$ cat src/rtl/ldd_pkg.sv
// Shared types and defaults for the LDD write-disable scheduling logic.
package ldd_pkg;

   localparam int LDD_CH_DEFAULT    = 3;
   localparam int GUARD_CYC_DEFAULT = 16;

   typedef enum logic [2:0] {
      ST_IDLE,
      ST_COM,
      ST_G2CAP,
      ST_PULSE,
      ST_GAP,
      ST_G2COM
   } ldd_sched_st_t;

   // States in which the capture sequence owns the output stage
   function automatic logic st_is_cap(input ldd_sched_st_t s);
      return (s == ST_G2CAP) || (s == ST_PULSE) || (s == ST_GAP) || (s == ST_G2COM);
   endfunction

endpackage

$ cat src/rtl/ldd_ch_pick.sv
// Finds the lowest set mask bit strictly above cur (or at/above 0 when first=1).
module ldd_ch_pick #(
   parameter int N  = 3,
   parameter int IW = (N > 1) ? $clog2(N) : 1
) (
   input  logic [N-1:0]  mask,
   input  logic [IW-1:0] cur,
   input  logic          first,
   output logic [IW-1:0] idx,
   output logic          valid
);

   // Descending scan so the lowest qualifying bit is the one that sticks
   always_comb begin
      idx   = '0;
      valid = 1'b0;
      for (int i = N - 1; i >= 0; i--) begin
         if (mask[i] && (first || (i > int'(cur)))) begin
            idx   = IW'(i);
            valid = 1'b1;
         end
      end
   end

endmodule

$ cat src/rtl/ldd_wdis_sched.sv
// WDIS scheduler: passes the communication WDIS through, or runs guarded
// one-channel-at-a-time capture enable pulses, with all outputs registered.
module ldd_wdis_sched
   import ldd_pkg::*;
#(
   parameter int TOP0_0    = LDD_CH_DEFAULT,
   parameter int GUARD_CYC = GUARD_CYC_DEFAULT,
   parameter int PW_W      = 16
) (
   input  logic              clk200,
   input  logic              rst,
   input  logic              com_req,
   input  logic [TOP0_0-1:0] com_wdis_in,
   output logic              com_gnt,
   input  logic              cap_req,
   input  logic [TOP0_0-1:0] cap_ch_mask,
   input  logic [PW_W-1:0]   cap_pw,
   output logic              cap_busy,
   output logic              cap_done,
   output logic              cap_err,
   output logic              cap_mode,
   output logic [TOP0_0-1:0] cap_wdis,
   output logic [TOP0_0-1:0] com_wdis
);

   localparam int GW = $clog2(GUARD_CYC + 1);
   localparam int IW = (TOP0_0 > 1) ? $clog2(TOP0_0) : 1;
   localparam logic [GW-1:0] G_LOAD = GW'(GUARD_CYC - 1);

   ldd_sched_st_t     st, st_nxt;
   logic [GW-1:0]     gcnt, gcnt_nxt;
   logic [PW_W-1:0]   pcnt, pcnt_nxt;
   logic [PW_W-1:0]   pw_l, pw_nxt, pw_ld;
   logic [TOP0_0-1:0] mask_l, mask_nxt;
   logic [IW-1:0]     ch, ch_nxt;
   logic [IW-1:0]     pick_idx;
   logic              pick_vld;
   logic              pick_first;
   logic              accept;
   logic              done_nxt;
   logic              err_nxt;
   logic [TOP0_0-1:0] wdis_nxt;

   assign pick_first = (st == ST_G2CAP);
   assign accept     = cap_req && (cap_ch_mask != '0);
   // A zero pulse length still yields a one-cycle enable
   assign pw_ld      = (pw_l == '0) ? '0 : pw_l - PW_W'(1);

   ldd_ch_pick #(.N(TOP0_0), .IW(IW)) u_pick (
      .mask  (mask_l),
      .cur   (ch),
      .first (pick_first),
      .idx   (pick_idx),
      .valid (pick_vld)
   );

   always_comb begin
      st_nxt   = st;
      gcnt_nxt = gcnt;
      pcnt_nxt = pcnt;
      pw_nxt   = pw_l;
      mask_nxt = mask_l;
      ch_nxt   = ch;
      done_nxt = 1'b0;
      err_nxt  = 1'b0;
      wdis_nxt = '1;
      case (st)
         ST_IDLE, ST_COM: begin
            if (cap_req && (cap_ch_mask == '0)) done_nxt = 1'b1;
            if (accept) begin
               st_nxt   = ST_G2CAP;
               gcnt_nxt = G_LOAD;
               mask_nxt = cap_ch_mask;
               pw_nxt   = cap_pw;
            end else begin
               st_nxt = com_req ? ST_COM : ST_IDLE;
            end
         end
         ST_G2CAP, ST_GAP: begin
            err_nxt = cap_req;
            if (gcnt == '0) begin
               st_nxt   = ST_PULSE;
               ch_nxt   = pick_idx;
               pcnt_nxt = pw_ld;
            end else begin
               gcnt_nxt = gcnt - GW'(1);
            end
         end
         ST_PULSE: begin
            err_nxt = cap_req;
            if (pcnt == '0) begin
               gcnt_nxt = G_LOAD;
               st_nxt   = pick_vld ? ST_GAP : ST_G2COM;
            end else begin
               pcnt_nxt = pcnt - PW_W'(1);
            end
         end
         ST_G2COM: begin
            err_nxt = cap_req;
            if (gcnt == '0) st_nxt = com_req ? ST_COM : ST_IDLE;
            else            gcnt_nxt = gcnt - GW'(1);
         end
         default: st_nxt = ST_IDLE;
      endcase
      // cap_done is registered, so it is raised on entry to the final guard cycle
      if ((st_nxt == ST_G2COM) && (gcnt_nxt == '0)) done_nxt = 1'b1;
      if (st_nxt == ST_PULSE) wdis_nxt[ch_nxt] = 1'b0;
   end

   always_ff @(posedge clk200) begin
      if (rst) begin
         st       <= ST_IDLE;
         gcnt     <= '0;
         pcnt     <= '0;
         pw_l     <= '0;
         mask_l   <= '0;
         ch       <= '0;
         cap_mode <= 1'b0;
         cap_busy <= 1'b0;
         cap_done <= 1'b0;
         cap_err  <= 1'b0;
         com_gnt  <= 1'b0;
         cap_wdis <= '1;
         com_wdis <= '1;
      end else begin
         st       <= st_nxt;
         gcnt     <= gcnt_nxt;
         pcnt     <= pcnt_nxt;
         pw_l     <= pw_nxt;
         mask_l   <= mask_nxt;
         ch       <= ch_nxt;
         cap_mode <= st_is_cap(st_nxt);
         cap_busy <= st_is_cap(st_nxt);
         cap_done <= done_nxt;
         cap_err  <= err_nxt;
         com_gnt  <= (st_nxt == ST_COM);
         cap_wdis <= wdis_nxt;
         com_wdis <= (st_nxt == ST_COM) ? com_wdis_in : '1;
      end
   end

endmodule

$ cat config.mk
export PLATFORM = sky130hd
export DESIGN_NAME = ldd_wdis_sched
export DESIGN_NICKNAME = d
export VERILOG_FILES = /design/src/rtl/ldd_pkg.sv /design/src/rtl/ldd_ch_pick.sv /design/src/rtl/ldd_wdis_sched.sv
export SDC_FILE = /design/constraint.sdc
export NUM_CORES = 1
export LEC_CHECK = 0
export CAP_MARGIN = 20
export CORE_ASPECT_RATIO = 1.25
export CORE_MARGIN = 3
export CORE_UTILIZATION = 55
export CTS_CLUSTER_DIAMETER = 120
export DETAILED_ROUTE_END_ITERATION = 16
export PLACE_DENSITY = 0.88
export SLEW_MARGIN = 20
export SYNTH_ARGS = -nofsm -noshare
export SYNTH_HDL_FRONTEND = slang
export SYNTH_SLANG_ARGS = --single-unit
export TNS_END_PERCENT = 50
$ cat constraint.sdc
create_clock -name clk200 -period 2.7 [get_ports clk200]
set_input_delay 0.27 -clock clk200 [delete_from_list [all_inputs] [get_ports clk200]]
set_output_delay 0.27 -clock clk200 [all_outputs]
set_load 0.03 [all_outputs]
# Word-level counts from Yosys, hierarchy flattened
# Index checks and enable logic that the tools add are counted.
# totals
register_bits	55
inputBits	26
# op_classes
n_addsub	3
order_cmp	4
n_eq_ne	12
muxes	28
bitwise	4
n_reduce_logical	29
# ops
operator	n
$mux W16	3
$logic_not A16 Y1	2
$pmux W16 S2	1
$sub A16 B1 Y16 const B	2
$mux W5	3
$pmux W5 S3	1
$eq A3 B2 Y1 const B	4
$eq A3 B3 Y1 const B	4
$mux W2	6
$pmux W3 S4	1
$logic_not A5 Y1	2
$reduce_or A2 Y1	5
$mux W1	9
$mux W3	3
$logic_and A1 B1 Y1	7
$eq A3 B1 Y1 const B	2
$logic_not A3 Y1	2
$logic_or A1 B1 Y1	5
$sub A5 B1 Y5 const B	1
$ne A2 B2 Y1 const B	2
$reduce_or A4 Y1	1
$lt A2 B3 Y1 const B	1
$not A1 Y1	3
$not A3 Y3	1
9 further kinds	9

# Logic depth before layout (Yosys ltp)
# Gate-level depths: netlist (run 1).
# depth
word_depth	13
depth_mapped	11

# By module
# From an unflattened synthesis (run 1), not the netlist that was laid out.
# unflattened
cells_unflattened	380
area_unflattened_um2	3004.1
# modules_own_cells
mod	instances	cells_per_inst	area_per_inst_um2	seq_area_each_um2
ldd_wdis_sched	1	369	2941.6	1101.1
ldd_ch_pick	1	11	62.6	0.0

# Worst setup path after synthesis (run 1)
# Ideal clock, no wire load.
# synth_path
path_kind	reg2reg
from	register gcnt[0]
to	register cap_wdis[0]
t_arrival_ns	2.371
t_required_ns	2.567
path_slack_ns	0.196
stages_incl_launch_ff	11
n_path_buf	2
synth_period_minus_slack_ns	2.504
cell_sequence	dfxtp_1 > inv_1 > ha_1 > or4b_1 > buf_2 > or3_1 > buf_6 > o21a_4 > a211o_1 > nor3_2 > nand3_1
# synth_between
elab_chain_cells	8
word_cells_on_any_way	15
classes_between	order compare: 2; eq/ne: 1; mux: 7; bitwise: 2; reduce/logical: 3
# synth_rtl
item	line_no	text
from (decl)	ldd_wdis_sched.sv:31	logic [GW-1:0] gcnt, gcnt_nxt;
from (signal assigned)	ldd_wdis_sched.sv:127	gcnt <= gcnt_nxt;
$logic_not A5 Y1 (*)	ldd_wdis_sched.sv:81, ldd_wdis_sched.sv:100	
$mux W2	ldd_wdis_sched.sv:81	if (gcnt == '0) begin
$mux W2	ldd_wdis_sched.sv:67	case (st)
$lt A2 B3 Y1 (not written as such) / $ge A2 B1 Y1 (equally long branches)	ldd_wdis_sched.sv:107	if (st_nxt == ST_PULSE) wdis_nxt[ch_nxt] = 1'b0;
$logic_and A1 B1 Y1 (not written as such)	ldd_wdis_sched.sv:107	
$mux W1 (not written as such)	ldd_wdis_sched.sv:107	
$demux W1 S2	ldd_wdis_sched.sv:107	
$not A3 Y3 (no line)	n/a	
to (signal assigned)	ldd_wdis_sched.sv:137	cap_wdis <= wdis_nxt;
to (decl)	ldd_wdis_sched.sv:22	output logic [TOP0_0-1:0] cap_wdis,
# Every way passes the cells marked *; elsewhere a longest branch is shown, timed or not.
# A chain may end at the register's enable or synchronous reset.

# Worst setup path in the final report (run 1)
# Same ends and word-level chain as after synthesis.

==> metrics list, run 1 <==
- Wires add up to 7020 um.
* CTS buffer count: 5
- The floorplan has 29 rows.
* Final max-slew violation count: 0
* Pin count of the biggest net entering global routing: 30
- In this run the static leakage power is 1.28 nW.
- Yosys attributes the largest share of cell area to sky130_fd_sc_hd__dfxtp_1 (37%), sky130_fd_sc_hd__nand2_1 (5.9%), sky130_fd_sc_hd__a21oi_1 (5.5%).
- Die extent in y: 88.7 um
- Die area: 6400 um^2
* DRC violation total after the first TritonRoute iteration: 276
* Vias after detailed routing: 2839
- The floorplan step set the die width to 72.1 um.
- Dividing total power by cell area gives a power density of 718 nW/um^2.
* Setup tns final: 0 ns
* YS warnings: 0
- The area growth from synthesis to layout is 16.9%.
* Post-synthesis cell area: 3010 um^2
* H-tree depth reported by CTS: 2
- For the finished layout, the period the worst path requires is 2.57 ns.
- The run finished with clean final reports.
- Yosys cell types: 56
* Final Hold Violating Endpoints: 0
* Total DRC errors in the routed layout: 0
- Setup repair after global routing left no endpoint under its margin.
- FF+latch count, synth: 55
- The via count of the first global-routing pass was 2569.
- Routed wirelength normalized by instance count: 14.9 um
- Endpoint of the worst-slack reg-to-reg timing path: cap_wdis[0]$_SDFF_PP1_
* Clock tree from TritonCTS: done
- Clock skew: 0.00850 ns
* Clock buffer depth: 2
- Share of the core filled with cells in the final layout: 67.8%
- Max Fclk: 0.390 GHz
- The worst setup path is of the flop to flop kind.
- For this run, global-route usage on met1 was measured as 25.3%.
- Final setup viols: 0
- Data arrival time of the critical path: 2.76 ns
* Async S/R FF share, synth: 0%
- The worst hold path was traced through 2 stages.
- Port-buffer cells: 36
- Register-to-Register Setup Slack: 0.13 ns
- 37 I/O pins were placed.
* Origin of the worst min-delay path: mask_l[0]$_SDFFE_PP0P_
- Clock insertion delay at the later pin of the skew report: 0.31 ns
- The worst hold path terminates at mask_l[0]$_SDFFE_PP0P_.
- Count of filler cells inserted in the layout: 437
- Average cell area after synthesis: 7.94 um^2
- Cell taking the most area after synthesis: sky130_fd_sc_hd__dfxtp_1
- Number of inserted diodes: 0
* Root Buffer Master: sky130_fd_sc_hd__clkbuf_8
- The pre-antenna-repair detailed-routing pass consisted of 4 iterations.
- Type of the worst min-delay path: flop to flop
- Start of the worst register-to-register path: gcnt[0]$_SDFF_PP0_
- The layer flagged by global routing as most heavily used is met2.
- Hold bufs inserted after CTS: 0
- Counting every net in the synthesized netlist gives 410.
- Post-synthesis sequential area ratio: 36.6%
* Element type at the critical path end: flop
* Estimated wirelength of the detail-placed design: 5140 um
* Remaining antenna violation count: 0
- At the end of routability-driven placement, the weighted congestion stood at 0.904.
- Core footprint: 5190 um^2
- Worst hold margin: 0.464 ns
- The first global-routing pass estimated 11400 um of wire.
- For the pin with the worst max-slew slack, the measured transition is 0.734 ns.
- Initial antenna violation count: 0
- IR analysis of the VDD net gives a maximum drop of 0.460 mV.
- The synthesized design contains 0 enable-type register cells.
- Req. time, crit path: 2.89 ns
- Max-cap violations in this run came to 0.
* Type of element launching the critical path: flop
- Crit share post-route: 95.0%
* Gr usage total: 22.1%
* Slew HR: 51.0%
- For this run, global-route usage on met3 was measured as 3.41%.
- The library cells used most frequently in the layout, excluding fill and tap cells, are sky130_fd_sc_hd__dfxtp_1 (55), sky130_fd_sc_hd__nand2_1 (47), sky130_fd_sc_hd__clkdlybuf4s50_1 (36), sky130_fd_sc_hd__nor2_1 (33), sky130_fd_sc_hd__a21oi_1 (33).
* NumNets Final: 440
- Synth Instances: 379
* Initial Util: 58.0%
- After clock tree synthesis, the repair step resized 0 gates.
- # Post-CTS Setup Buffers: 0
- In this run the worst path has a maximum fanout of 6.
- Grt ovf: 0
- R2R cell count: 8
- Cells with a size suffix above 1 make up 7.80% of the layout.
- Leaving out fill and tap cells, the most frequent cell in the layout is sky130_fd_sc_hd__dfxtp_1.
- Top-area cell type share of the netlist area: 36.6%
- In the routed layout, each cell is associated on average with a via count of 6.01.
* Met2 demand-to-capacity share in global routing: 40.8%
- Clock-pin slew was measured on the worst setup and hold paths at 0.10 ns.
* Prevailing post-synth register cell: sky130_fd_sc_hd__dfxtp_1
- Clock net sink count: 55
-- sequential cells by signal, summed over array words and instances, names as in the netlist --
| signal | cells |
|---|---|
| pw_l | 16 |
| mask_l | 3 |
| cap_done | 1 |
| gcnt | 5 |
| ch | 2 |
| cap_mode | 1 |
| pcnt | 16 |
| cap_wdis | 3 |
| com_gnt | 1 |
| com_wdis | 3 |
| st | 3 |
| cap_err | 1 |
-- routing by layer --
metal  vias to the layer above  routed length [um]
li1                       1424                   -
met3                        13                 338
met5                         -                   0
met1                      1311                2940
met2                        91                3610
met4                         0                 120
-- stage by stage --
stage          cell area [um^2]  power (mW)  cells  worst slack, ns
3_5_place_dp               3430        2.07    464            0.188
3_3_place_gp               3430        2.05    464            0.225
5_1_grt                    3520        2.69    472           0.0140
2_1_floorplan              3010        1.78    379            0.196
6_report                   3520        2.52    472            0.134
4_1_cts                    3520        2.52    472            0.156
-- critical path, cell delays in order, from the launching register on --
cell and delay (ns):
sky130_fd_sc_hd__dfxtp_1 0.39, sky130_fd_sc_hd__inv_1 0.10, sky130_fd_sc_hd__ha_1 0.16, sky130_fd_sc_hd__or4b_1 0.46
sky130_fd_sc_hd__or3_1 0.50, sky130_fd_sc_hd__o21a_4 0.20, sky130_fd_sc_hd__a211o_1 0.28, sky130_fd_sc_hd__nor3_2 0.25
sky130_fd_sc_hd__nand3_1 0.10
-- worst max path at each step --
stage | start | to
floorplan | gcnt[0]$_SDFF_PP0_ | cap_wdis[0]$_SDFF_PP1_
global placement | gcnt[0]$_SDFF_PP0_ | cap_wdis[0]$_SDFF_PP1_
detailed placement | gcnt[0]$_SDFF_PP0_ | cap_wdis[0]$_SDFF_PP1_
CTS | gcnt[0]$_SDFF_PP0_ | cap_wdis[0]$_SDFF_PP1_
global route | gcnt[0]$_SDFF_PP0_ | cap_wdis[1]$_SDFF_PP1_
finish | gcnt[0]$_SDFF_PP0_ | cap_wdis[0]$_SDFF_PP1_
-- cell type report --
class	instances	area, um^2	area share, %
Timing Repair Buffer	46	435	12.4
Inverter	15	56.3	1.60
Tap cell	62	77.6	2.21
Sequential cell	55	1100	31.3
Clock buffer	5	68.8	1.96
Multi-Input combinational cell	286	1760	50.0
Clock inverter	3	20.0	0.569
-- cells in the mapped netlist (all sizes together) (5+ instances only) --
library cell,n
nor3b,7
nand3b,8
clkbuf,19
o22ai,13
nor3,16
a2bb2oi,5
or4,7
a21oi,33
or3,5
o21ai,27
ha,5
inv,15
a22oi,7
nor2,33
nand2,47
xnor2,9
xor2,6
dfxtp,55
nor4,7
-- cell families (layout without fill, tap and decap cells) --
kind of cell	Yosys count	count (layout)	synth area share, %
XOR/XNOR	15	15	4.37
adder cells (fa/ha/maj)	5	5	2.08
flip-flops	55	55	36.6
AND/OR/NAND/NOR	152	152	26.5
multiplexers	1	1	0.333
AO/OA/AOI/OAI	113	113	24.9
buffers and inverters	38	69	5.24
-- power breakdown --
group	switching [mW]	leakage, nW	total (mW)	internal (mW)
Clock	0.274	0.0402	0.455	0.181
Sequential	0.0948	0.449	0.988	0.894
Combinational	0.605	0.790	1.08	0.475
Total	0.974	1.28	2.52	1.55
No activity file was read; power rests on OpenSTA's default activity.
==> run 2, diff against run 1 <==
Settings changed: SKIP_CTS_REPAIR_TIMING from default to 1, TNS_END_PERCENT 50 to default.
==> results of run 2 <==
No change in the layout: final DEF, timing and power equal those of run 1.
==> run 3, diff against run 2 <==
Settings changed: GPL_TIMING_DRIVEN from default to 0, SLEW_MARGIN 20 to default.
==> run 3 against run 2 <==
Compared with the run above: utilization rose by 1.5 points; global-route usage increased by 1.2 points; clock skew rose by 0.00070 ns; non-clock buffer count up 13; critical path depth up 1; first-iteration DRC count shrank 22%; setup slack lost 0.0090 ns.
==> metrics list, run 3 (synthesized netlist as in run 1, its figures left out) <==
- Chain of cells forming the critical path: inv_1 > ha_1 > or3b_2 > clkbuf_2 > or4_4 > o21ai_4 > a21oi_1 > or3_1 > a21oi_1
- The count of final setup violators is 0 (unchanged).
- The remaining routing DRC violations was 0 (unchanged).
* Min cycle time layout: 2.58 ns (+0.00901 ns)
- The worst setup path is launched from a flop.
- In this run the critical register-to-register path is captured at gcnt[2]$_SDFF_PP0_.
* Slowest cell on the critical path: sky130_fd_sc_hd__or4_4
* Type of the worst min-delay path: flop to flop
- Count of boundary I/O pins: 37 (unchanged)
- The smallest setup slack after layout is 0.125 ns (-0.00901 ns).
- R2R cell count: 9 (+1)
- Start of the worst register-to-register path: pcnt[0]$_SDFFE_PP0P_
- The clock transition at the register clock pins on the worst setup and hold paths after CTS was 0.11 ns (about the same).
* Req. time, crit path: 2.95 ns (+0.06 ns)
* Core footprint: 5190 um^2 (unchanged)
* Final max-slew violation count: 0 (unchanged)
* Data arrival time of the critical path: 2.83 ns (+0.07 ns)
- NumNets Final: 453 (+3.0%)
- Least-Margin Pin Slew: 0.724 ns (-0.00940 ns)
- The via count of the first global-routing pass came to 2713 (+5.6%).
- Setup tns final: 0 ns (unchanged)
- Die area: 6400 um^2 (unchanged)
- The starting DRC count in detailed routing was 215 (-22%).
* Clock tree from TritonCTS: done
* Pre-CTS WS: -0.0762 ns (-0.264 ns)
* Slew HR: 51.3% (+0.29 points)
- 1st-pass router iterations: 4 (unchanged)
* H-tree depth reported by CTS: 2 (unchanged)
- The fraction of final layout cells with drive strength greater than 1 is 8.04% (+0.23 points).
- Row count: 29 (unchanged)
- The maximum number of pins on one net before global-route repair is 20 (-33%).
- The library cell used most frequently in the layout, excluding fill and tap cells, is sky130_fd_sc_hd__dfxtp_1.
- Area growth from synthesis to layout: 19.5%
- The final cell count without fillers is 485 (+2.8%).
- Element type at the critical path end: flop
- Crit share post-route: 95.4% (+0.33 points)
* Buf+Inv Stages, Crit Path: 2 (+1)
* Initial antenna violation count: 0 (unchanged)
- Worst vdd ir: 0.440 mV (-4.3%)
- The maximum clock skew at final layout is 0.00920 ns (+0.000696 ns).
- The number of instances on the worst hold path was 2 (unchanged).
* Vias after detailed routing: 2938 (+3.5%)
- Final weighted congestion of routability-driven global placement: 0.979 (+8.3%)
- The total routed wirelength came to 7340 um (+4.6%).
* Most frequent CP cell: sky130_fd_sc_hd__a21oi_1
* X dimension of the die: 72.1 um (unchanged)
- The area after detailed placement was 3450 um^2 (+0.55%).
- Largest incremental delay on the critical path: 0.54 ns (+0.04 ns)
- Number of inserted diodes: 0 (unchanged)
- Remaining antenna violation count: 0 (unchanged)
- Initial Util: 58.0% (unchanged)
- Cells after DPL: 477 (+2.8%)
* Global-route wire length before repair: 11900 um (+4.4%)
* Top cell family by delay on the critical path: simple AND/OR/NAND/NOR gates
- The number of buffers inserted by port buffering is 36 (unchanged).
* Root Buffer Master: sky130_fd_sc_hd__clkbuf_8
- Highest fanout seen on the critical path: 8 (+2)
- Origin of the worst min-delay path: mask_l[0]$_SDFFE_PP0P_
- The max-cap violation count came to 0 (unchanged).
- Number of vias per cell: 6.06 (+0.71%)
* Fin area: 3590 um^2 (+2.2%)
- Registers with the highest flip-flop counts: pcnt: 16 flops, pw_l: 16 flops, gcnt: 5 flops
- Launch point of the worst path: pcnt[0]$_SDFFE_PP0P_
- Count of filler cells inserted in the layout: 435 (-0.46%)
* Gr usage total: 23.3% (+1.2 points)
* Endpoint with the worst hold slack: mask_l[0]$_SDFFE_PP0P_
- The leftover overflow at the end of global routing is 0 (unchanged).
* Pwr per Cell Area: 716 nW/um^2 (-0.29%)
- CTS buffer count: 5 (unchanged)
* Setup CP Type: flop to flop
- Estimated wirelength of the detail-placed design: 5480 um (+6.6%)
- Max Fclk: 0.388 GHz (-0.35%)
- The reported leakage power came to 1.30 nW (+1.3%).
- The run finished with clean final reports.
- The insertion delay to the later sink of the worst-skew pair came to 0.32 ns (about the same).
* Routed wirelength normalized by instance count: 15.1 um (+1.8%)
* Highest-count cells in the layout ignoring fill and taps: sky130_fd_sc_hd__dfxtp_1 (54), sky130_fd_sc_hd__nand2_1 (47), sky130_fd_sc_hd__clkdlybuf4s50_1 (36), sky130_fd_sc_hd__nor2_1 (33), sky130_fd_sc_hd__a21oi_1 (33)
- The worst setup slack for register-to-register paths came to 0.12 ns (about the same).
- The buffer depth of the longest clock path came to 2 (unchanged).
- The hold violation total from the final report came to 0 (unchanged).
- The height of the die came to 88.7 um (unchanged).
* Clock net sink count: 55 (unchanged)
run 3: metrics by stage:
| step | util, % | total power, mW | hold WS [ns] |
|---|---|---|---|
| after floorplan | - | 1.78 | 0.370 |
| after global placement | 66.4 | 2.01 | 0.443 |
| after detailed placement | 66.4 | 2.04 | 0.455 |
| after CTS | 68.3 | 2.53 | 0.470 |
| after global routing | 69.3 | 2.73 | 0.485 |
| final | 69.3 | 2.57 | 0.467 |
run 3: power breakdown:
group	switching (mW)	leakage (nW)	internal (mW)	total (mW)
Clock	0.298	0.0467	0.193	0.491
Combinational	0.634	0.800	0.467	1.10
Sequential	0.0857	0.449	0.894	0.980
Total	1.02	1.30	1.55	2.57
run 3: how the worst max path moves through the flow:
stage / slack (ns) / endpoint / cells past startpoint
after global placement: -0.05 / cap_wdis[0]$_SDFF_PP1_ / 10
final: 0.12 / gcnt[2]$_SDFF_PP0_ / 9
after floorplan: 0.20 / cap_wdis[0]$_SDFF_PP1_ / 10
after global routing: -0.01 / com_wdis[1]$_SDFF_PP1_ / 9
after detailed placement: -0.08 / cap_wdis[1]$_SDFF_PP1_ / 10
after CTS: -0.09 / cap_wdis[1]$_SDFF_PP1_ / 10
run 3: cell type report:
cell class | instances | area [um^2] | area share [%]
multi-input combinational | 286 | 1790 | 49.9
sequential | 55 | 1100 | 30.7
timing repair buffer | 37 | 368 | 10.2
buffer | 22 | 101 | 2.82
tap | 62 | 77.6 | 2.16
clock buffer | 5 | 68.8 | 1.92
inverter | 15 | 56.3 | 1.57
clock inverter | 3 | 27.5 | 0.766
run 3: routing by layer:
metal	track usage, %	up-vias	routed length (um)
met1	25.2	1338	2970
met4	13.2	0	289
met2	42.3	110	3710
li1	-	1460	-
met3	4.20	30	378
met5	0	-	0
run 3: worst register-to-register path: stages, from the launching register on:
cell and delay (ns):
sky130_fd_sc_hd__dfxtp_1 0.36, sky130_fd_sc_hd__inv_1 0.07, sky130_fd_sc_hd__ha_1 0.18, sky130_fd_sc_hd__or3b_2 0.45, sky130_fd_sc_hd__clkbuf_2 0.20, sky130_fd_sc_hd__or4_4 0.54, sky130_fd_sc_hd__o21ai_4 0.21, sky130_fd_sc_hd__a21oi_1 0.05
sky130_fd_sc_hd__or3_1 0.31, sky130_fd_sc_hd__a21oi_1 0.14
